**src/rtl/serv_pc_sequencer_pkg.sv**
```systemverilog
// Shared definitions for the serial PC/control sequencer: state encoding,
// bit-counter width and the counter values the control datapath strobes on.
package serv_pc_sequencer_pkg;

    localparam int CNT_W = 5;

    typedef enum logic [2:0] {
        ST_IDLE   = 3'd0,
        ST_FETCH  = 3'd1,
        ST_DECODE = 3'd2,
        ST_EXEC   = 3'd3,
        ST_TRAP   = 3'd4
    } state_e;

    localparam logic [CNT_W-1:0] CNT_IDX0     = 5'd0;
    localparam logic [CNT_W-1:0] CNT_IDX2     = 5'd2;
    localparam logic [CNT_W-1:0] CNT_IDX12    = 5'd12;
    localparam logic [CNT_W-1:0] CNT_MISALIGN = 5'd1;
    localparam logic [CNT_W-1:0] CNT_LAST     = 5'd31;

    // Upper-field window of the serial word (bits 12..31 of the immediate/PC).
    function automatic logic cnt_in_upper(input logic [CNT_W-1:0] cnt);
        return (cnt >= CNT_IDX12);
    endfunction

endpackage

```
**src/rtl/serv_bit_counter.sv**
```systemverilog
// Five-bit serial bit counter: advances once per unstalled pass cycle, wraps
// after bit 31 and decodes the position strobes consumed by the control path.
module serv_bit_counter
    import serv_pc_sequencer_pkg::*;
(
    input  logic             clk,
    input  logic             i_rst,
    input  logic             i_clr,
    input  logic             i_active,
    input  logic             i_stall,
    output logic [CNT_W-1:0] o_cnt,
    output logic             o_cnt0,
    output logic             o_cnt2,
    output logic             o_cnt12to31,
    output logic             o_done
);

    logic [CNT_W-1:0] cnt_r;
    logic             advance_s;

    assign advance_s = i_active & ~i_stall;
    assign o_cnt     = cnt_r;

    // Counter register; wraps from 31 to 0 through natural 5-bit overflow.
    always_ff @(posedge clk) begin
        if (i_rst || i_clr) begin
            cnt_r <= '0;
        end else if (advance_s) begin
            cnt_r <= cnt_r + 5'd1;
        end else begin
            cnt_r <= cnt_r;
        end
    end

    // Position strobes stay decoded during a stall; done only when advancing.
    always_comb begin
        o_cnt0      = 1'b0;
        o_cnt2      = 1'b0;
        o_cnt12to31 = 1'b0;
        o_done      = 1'b0;
        if (i_active) begin
            o_cnt0      = (cnt_r == CNT_IDX0);
            o_cnt2      = (cnt_r == CNT_IDX2);
            o_cnt12to31 = cnt_in_upper(cnt_r);
            o_done      = (cnt_r == CNT_LAST) & advance_s;
        end else begin
            o_cnt0      = 1'b0;
            o_cnt2      = 1'b0;
            o_cnt12to31 = 1'b0;
            o_done      = 1'b0;
        end
    end

endmodule

```
**src/rtl/serv_pc_sequencer.sv**
```systemverilog
// Fetch/decode/serial-pass sequencer for the bit-serial PC datapath, with a
// trap pass inserted when a jump target turns out to be misaligned.
module serv_pc_sequencer
    import serv_pc_sequencer_pkg::*;
#(
    parameter bit WITH_CSR = 1'b1
) (
    input  logic        clk,
    input  logic        i_rst,
    output logic        o_ibus_cyc,
    input  logic        i_ibus_ack,
    input  logic [31:0] i_ibus_rdt,
    output logic [31:0] o_insn,
    output logic        o_decode_valid,
    input  logic        i_jump,
    input  logic        i_bad_pc,
    input  logic        i_stall,
    output logic        o_pc_en,
    output logic        o_cnt0,
    output logic        o_cnt2,
    output logic        o_cnt12to31,
    output logic        o_cnt_done,
    output logic        o_trap
);

    state_e           state_r;
    logic             trap_pend_r;
    logic             ibus_cyc_r;
    logic [31:0]      insn_r;
    logic             pass_active_s;
    logic             misalign_s;
    logic             done_s;
    logic [CNT_W-1:0] cnt_s;

    assign pass_active_s  = (state_r == ST_EXEC) || (state_r == ST_TRAP);
    assign o_pc_en        = pass_active_s & ~i_stall;
    assign o_decode_valid = (state_r == ST_DECODE);
    assign o_trap         = (state_r == ST_TRAP);
    assign o_ibus_cyc     = ibus_cyc_r;
    assign o_insn         = insn_r;
    assign o_cnt_done     = done_s;

    // Bit 1 of the serial target is its first bit that must be zero for a
    // 4-byte aligned jump, so it is sampled at exactly that counter value.
    assign misalign_s = WITH_CSR && (state_r == ST_EXEC) && (cnt_s == CNT_MISALIGN)
                        && !i_stall && i_jump && i_bad_pc;

    serv_bit_counter u_bit_counter (
        .clk         (clk),
        .i_rst       (i_rst),
        .i_clr       (state_r == ST_DECODE),
        .i_active    (pass_active_s),
        .i_stall     (i_stall),
        .o_cnt       (cnt_s),
        .o_cnt0      (o_cnt0),
        .o_cnt2      (o_cnt2),
        .o_cnt12to31 (o_cnt12to31),
        .o_done      (done_s)
    );

    // Sequencer FSM with registered ibus request and instruction latch.
    always_ff @(posedge clk) begin
        if (i_rst) begin
            state_r     <= ST_IDLE;
            trap_pend_r <= 1'b0;
            ibus_cyc_r  <= 1'b0;
            insn_r      <= 32'h0000_0000;
        end else begin
            case (state_r)
                ST_IDLE: begin
                    ibus_cyc_r <= 1'b0;
                    state_r    <= ST_FETCH;
                end
                ST_FETCH: begin
                    if (ibus_cyc_r && i_ibus_ack) begin
                        insn_r     <= i_ibus_rdt;
                        ibus_cyc_r <= 1'b0;
                        state_r    <= ST_DECODE;
                    end else begin
                        ibus_cyc_r <= 1'b1;
                    end
                end
                ST_DECODE: begin
                    state_r <= ST_EXEC;
                end
                ST_EXEC: begin
                    if (misalign_s) begin
                        trap_pend_r <= 1'b1;
                    end
                    if (done_s) begin
                        state_r <= (trap_pend_r || misalign_s) ? ST_TRAP : ST_FETCH;
                    end
                end
                ST_TRAP: begin
                    if (done_s) begin
                        trap_pend_r <= 1'b0;
                        state_r     <= ST_FETCH;
                    end
                end
                default: begin
                    state_r     <= ST_IDLE;
                    trap_pend_r <= 1'b0;
                    ibus_cyc_r  <= 1'b0;
                end
            endcase
        end
    end

endmodule
```
**config.mk**
```make
export PLATFORM = sky130hd
export DESIGN_NAME = serv_pc_sequencer
export DESIGN_NICKNAME = d
export VERILOG_FILES = /design/src/rtl/serv_pc_sequencer_pkg.sv /design/src/rtl/serv_bit_counter.sv /design/src/rtl/serv_pc_sequencer.sv
export SDC_FILE = /design/constraint.sdc
export NUM_CORES = 1
export LEC_CHECK = 0
export BUFFER_PORTS_ARGS = -buffer_cell sky130_fd_sc_hd__clkbuf_2
export CORE_UTILIZATION = 48
export DETAILED_ROUTE_END_ITERATION = 16
export PLACE_DENSITY_LB_ADDON = 0.3
export SKIP_CTS_REPAIR_TIMING = 1
export SLEW_MARGIN = 10
export SYNTH_ARGS = -nofsm -noshare
export SYNTH_HDL_FRONTEND = slang
export SYNTH_SLANG_ARGS = --single-unit
```
**constraint.sdc**
```tcl
create_clock -name clk -period 2.21 [get_ports clk]
set_clock_uncertainty 0.05 [all_clocks]
set_input_delay 0.5525 -clock clk [delete_from_list [all_inputs] [get_ports clk]]
set_output_delay 0.5525 -clock clk [all_outputs]
set_load 0.02 [all_outputs]
```
==> flow_metrics.py <==
metrics = {
    "routing": {
        "drt_pass1_iterations": 5,
        "top_layer": "met4",
        "drc": 0,
        "routed_via_density": 5.58,
        "first_iter_violations": 172,
        "routedWlPerCell_um": 13.6,
        "wl_met1_um": 2090,
        "vias": 1980,
        "met3WireLength_um": 348,
        "totalWireLength_um": 4820,
        "antenna_left": 0,
        "wl_met2_um": 2330,
    },
    "synth": {
        "ys_types": 38,
        "synth_edf_count": 0,
        "postSynth.asyncResetShare_pct": 0,
        "synth.area.top_cells": "dfxtp_1 43%, a21oi_1 11%, nand3_1 9.3%",
        "synth_area_leader_cell": "dfxtp_1",
        "synthCells": 231,
        "ys_warn_count": 0,
        "netlist_area_sq_um": 1950,
        "ys.flop_type": "dfxtp_1",
        "ys_ff_latch": 42,
        "synthesis.nets": 274,
        "yosysTopAreaCellShare_pct": 43.2,
        "synth-seq-area-share_pct": 43.2,
        "syn_avg_cell_area_sq_um": 8.43,
    },
    "clocking": {
        "clk_pin_slew_ps": 70,
        "cts_buffer_depth": 2,
        "clkSinkCount": 42,
        "clk_latency_ps": 290,
        "ctsRootBufferMaster": "clkbuf_8",
        "htreeDepth": 2,
        "cts_tree": "done",
        "cts_made_buffers": 5,
    },
    "pwr": {
        "p_int_mw": 1.18,
        "power.leakage_nw": 1.07,
        "powerDensity_nw_per_um2": 606,
        "clkPwrFrac_pct": 38.8,
        "swShare_pct": 22.7,
        "peakVddDrop_mv": 0.417,
        "power_switching_mw": 0.345,
        "power.combinational.fraction_pct": 9.6,
        "seqPwrFrac_pct": 51.7,
    },
    "critical_path": {
        "cp.arrival_ps": 1560,
        "cp-end-kind": "output port",
        "reg2reg_depth": 5,
        "path_max_fanout": 11,
        "criticalPathCategory": "reg -> out",
        "crit_required_ps": 1610,
        "critPathLaunchType": "register",
    },
    "placed_design": {
        "io_buffers": 77,
        "dp_hpwl_um": 3260,
        "gp_congestion": 0.855,
        "placed_cells": 345,
    },
    "die": {
        "pin_count": 78,
        "core_area_sq_um": 3770,
        "die_x_um": 65.7,
        "num_rows": 22,
        "die_y_um": 65.7,
        "start_util_pct": 51.6,
        "dieArea_sq_um": 4310,
    },
    "sta": {
        "fmax_mhz": 463,
        "worst_pin_slew_ps": 404,
        "drv_slew": 0,
        "finalSetupViolCount": 0,
        "fin_crit_ps": 2160,
        "slew_headroom_pct": 72.8,
        "rsz0062_at_grt": "no",
        "hold_violations": 0,
        "period_share_pct": 97.7,
    },
    "global_routing": {
        "track_usage_pct": 23.2,
        "antenna_found_initial": 0,
        "grt_pass1_vias": 1732,
        "grt_pass1_wl_um": 7640,
        "grt-ovfl-total": 0,
        "grt_max_degree": 39,
    },
    "final_layout": {
        "antennaDiodeCount": 0,
        "drive_above_1_share_pct": 35.5,
        "area_growth_pct": 29.2,
        "finish.net_count": 349,
        "fin_cells": 355,
        "final_core_util_pct": 66.7,
    },
    "outcome": {
        "status": "completed",
    },
    "worst_hold_path": {
        "hold_path_depth": 2,
        "hp-class": "reg -> reg",
    },
    "job": {
        "cap_violations": 0,
    },
}
==> logic make-up (layout without fill, tap and decap cells) <==
family                   Yosys count  count (layout)  share of synthesized area [%]
buffers and inverters             27             103                           6.10
adder cells (fa/ha/maj)            5               5                           3.21
flip-flops                        42              42                           43.2
AO/OA/AOI/OAI                     87              87                           24.6
multiplexers                       2               2                           1.03
AND/OR/NAND/NOR                   68              68                           21.9
==> Yosys cell counts (2+ instances only) <==
library cell and number:
nand2_1 5, nand3b_1 4, buf_2 5, or3b_2 3, a211oi_1 2, nand3_1 36, nand2b_1 4, dfxtp_1 42
o211ai_1 4, nor3_1 2, clkbuf_1 14, o21ai_0 33, and3_1 3, a21oi_1 42, mux2i_1 2, ha_1 5
inv_1 4
==> registers in the layout, summed over array words and instances (netlist names) <==
name                 flops
o_insn                  32
u_bit_counter.o_cnt      5
state_r                  3
o_ibus_cyc               1
trap_pend_r              1
==> metrics by stage <==
step / hold WS [ps] / total power [mW] / cell area (sq um) / setup WS [ps] / TNS, ps
CTS: 428 / 1.53 / 2490 / -74.9 / -87.3
global route: 431 / 1.59 / 2510 / 0.287 / 0
detailed placement: 418 / 0.946 / 2380 / 112 / 0
global placement: 410 / 0.945 / 2380 / 109 / 0
floorplan: 415 / 0.884 / 1950 / 73.7 / 0
finish: 428 / 1.52 / 2510 / 51.0 / 0
==> layer usage <==
metal,track usage (%),vias to the layer above
met3,7.47,6
li1,-,987
met5,0,-
met2,38.1,77
met1,28.8,910
met4,6.52,0
==> placed cells by master, fill, tap and decap left out, types with 2 or more instances in the layout <==
| master | n |
|---|---|
| and3_1 | 3 |
| buf_4 | 12 |
| or3b_2 | 3 |
| clkbuf_2 | 76 |
| o21ai_0 | 33 |
| nand2b_1 | 4 |
| clkbuf_8 | 5 |
| inv_1 | 4 |
| nand3b_1 | 4 |
| o211ai_1 | 4 |
| ha_1 | 5 |
| clkbuf_1 | 2 |
| nand2_1 | 5 |
| mux2i_1 | 2 |
| nand3_1 | 36 |
| nor3_1 | 2 |
| dfxtp_1 | 38 |
| dfxtp_2 | 3 |
| a21oi_1 | 42 |
| a211oi_1 | 2 |
==> worst max-delay path: stages (launching register included) <==
cell	delay (ps)
dfxtp_4	380
or4b_4	540
nand2_1	90
and2_1	120
buf_4	130
==> final cells by class <==
class / instances / area, sq um
clock inverter: 1 / 30.0
clock buffer: 7 / 76.3
fill: 335 / 1260
tap: 48 / 60.1
timing repair buffer: 89 / 490
multi-input combinational: 162 / 987
sequential: 42 / 848
inverter: 6 / 22.5
==> final timing paths <==
path                    from         end  slack [ps]
setup / recovery  state_r[0]  o_cnt_done          50
hold / removal     o_insn[1]   o_insn[1]         430
setup reg to reg  state_r[2]  o_insn[31]         550
hold reg to reg    o_insn[1]   o_insn[1]         430
==> power groups by stage <==
stage          Clock [mW]  Combinational [mW]  Sequential, mW
4_1_cts             0.602               0.142           0.788
3_5_place_dp            0               0.141           0.806
2_1_floorplan           0              0.0653           0.818
6_report            0.591               0.146           0.787
3_3_place_gp            0               0.140           0.805
5_1_grt             0.636               0.161           0.790
Power figures use the tool's default switching activity.
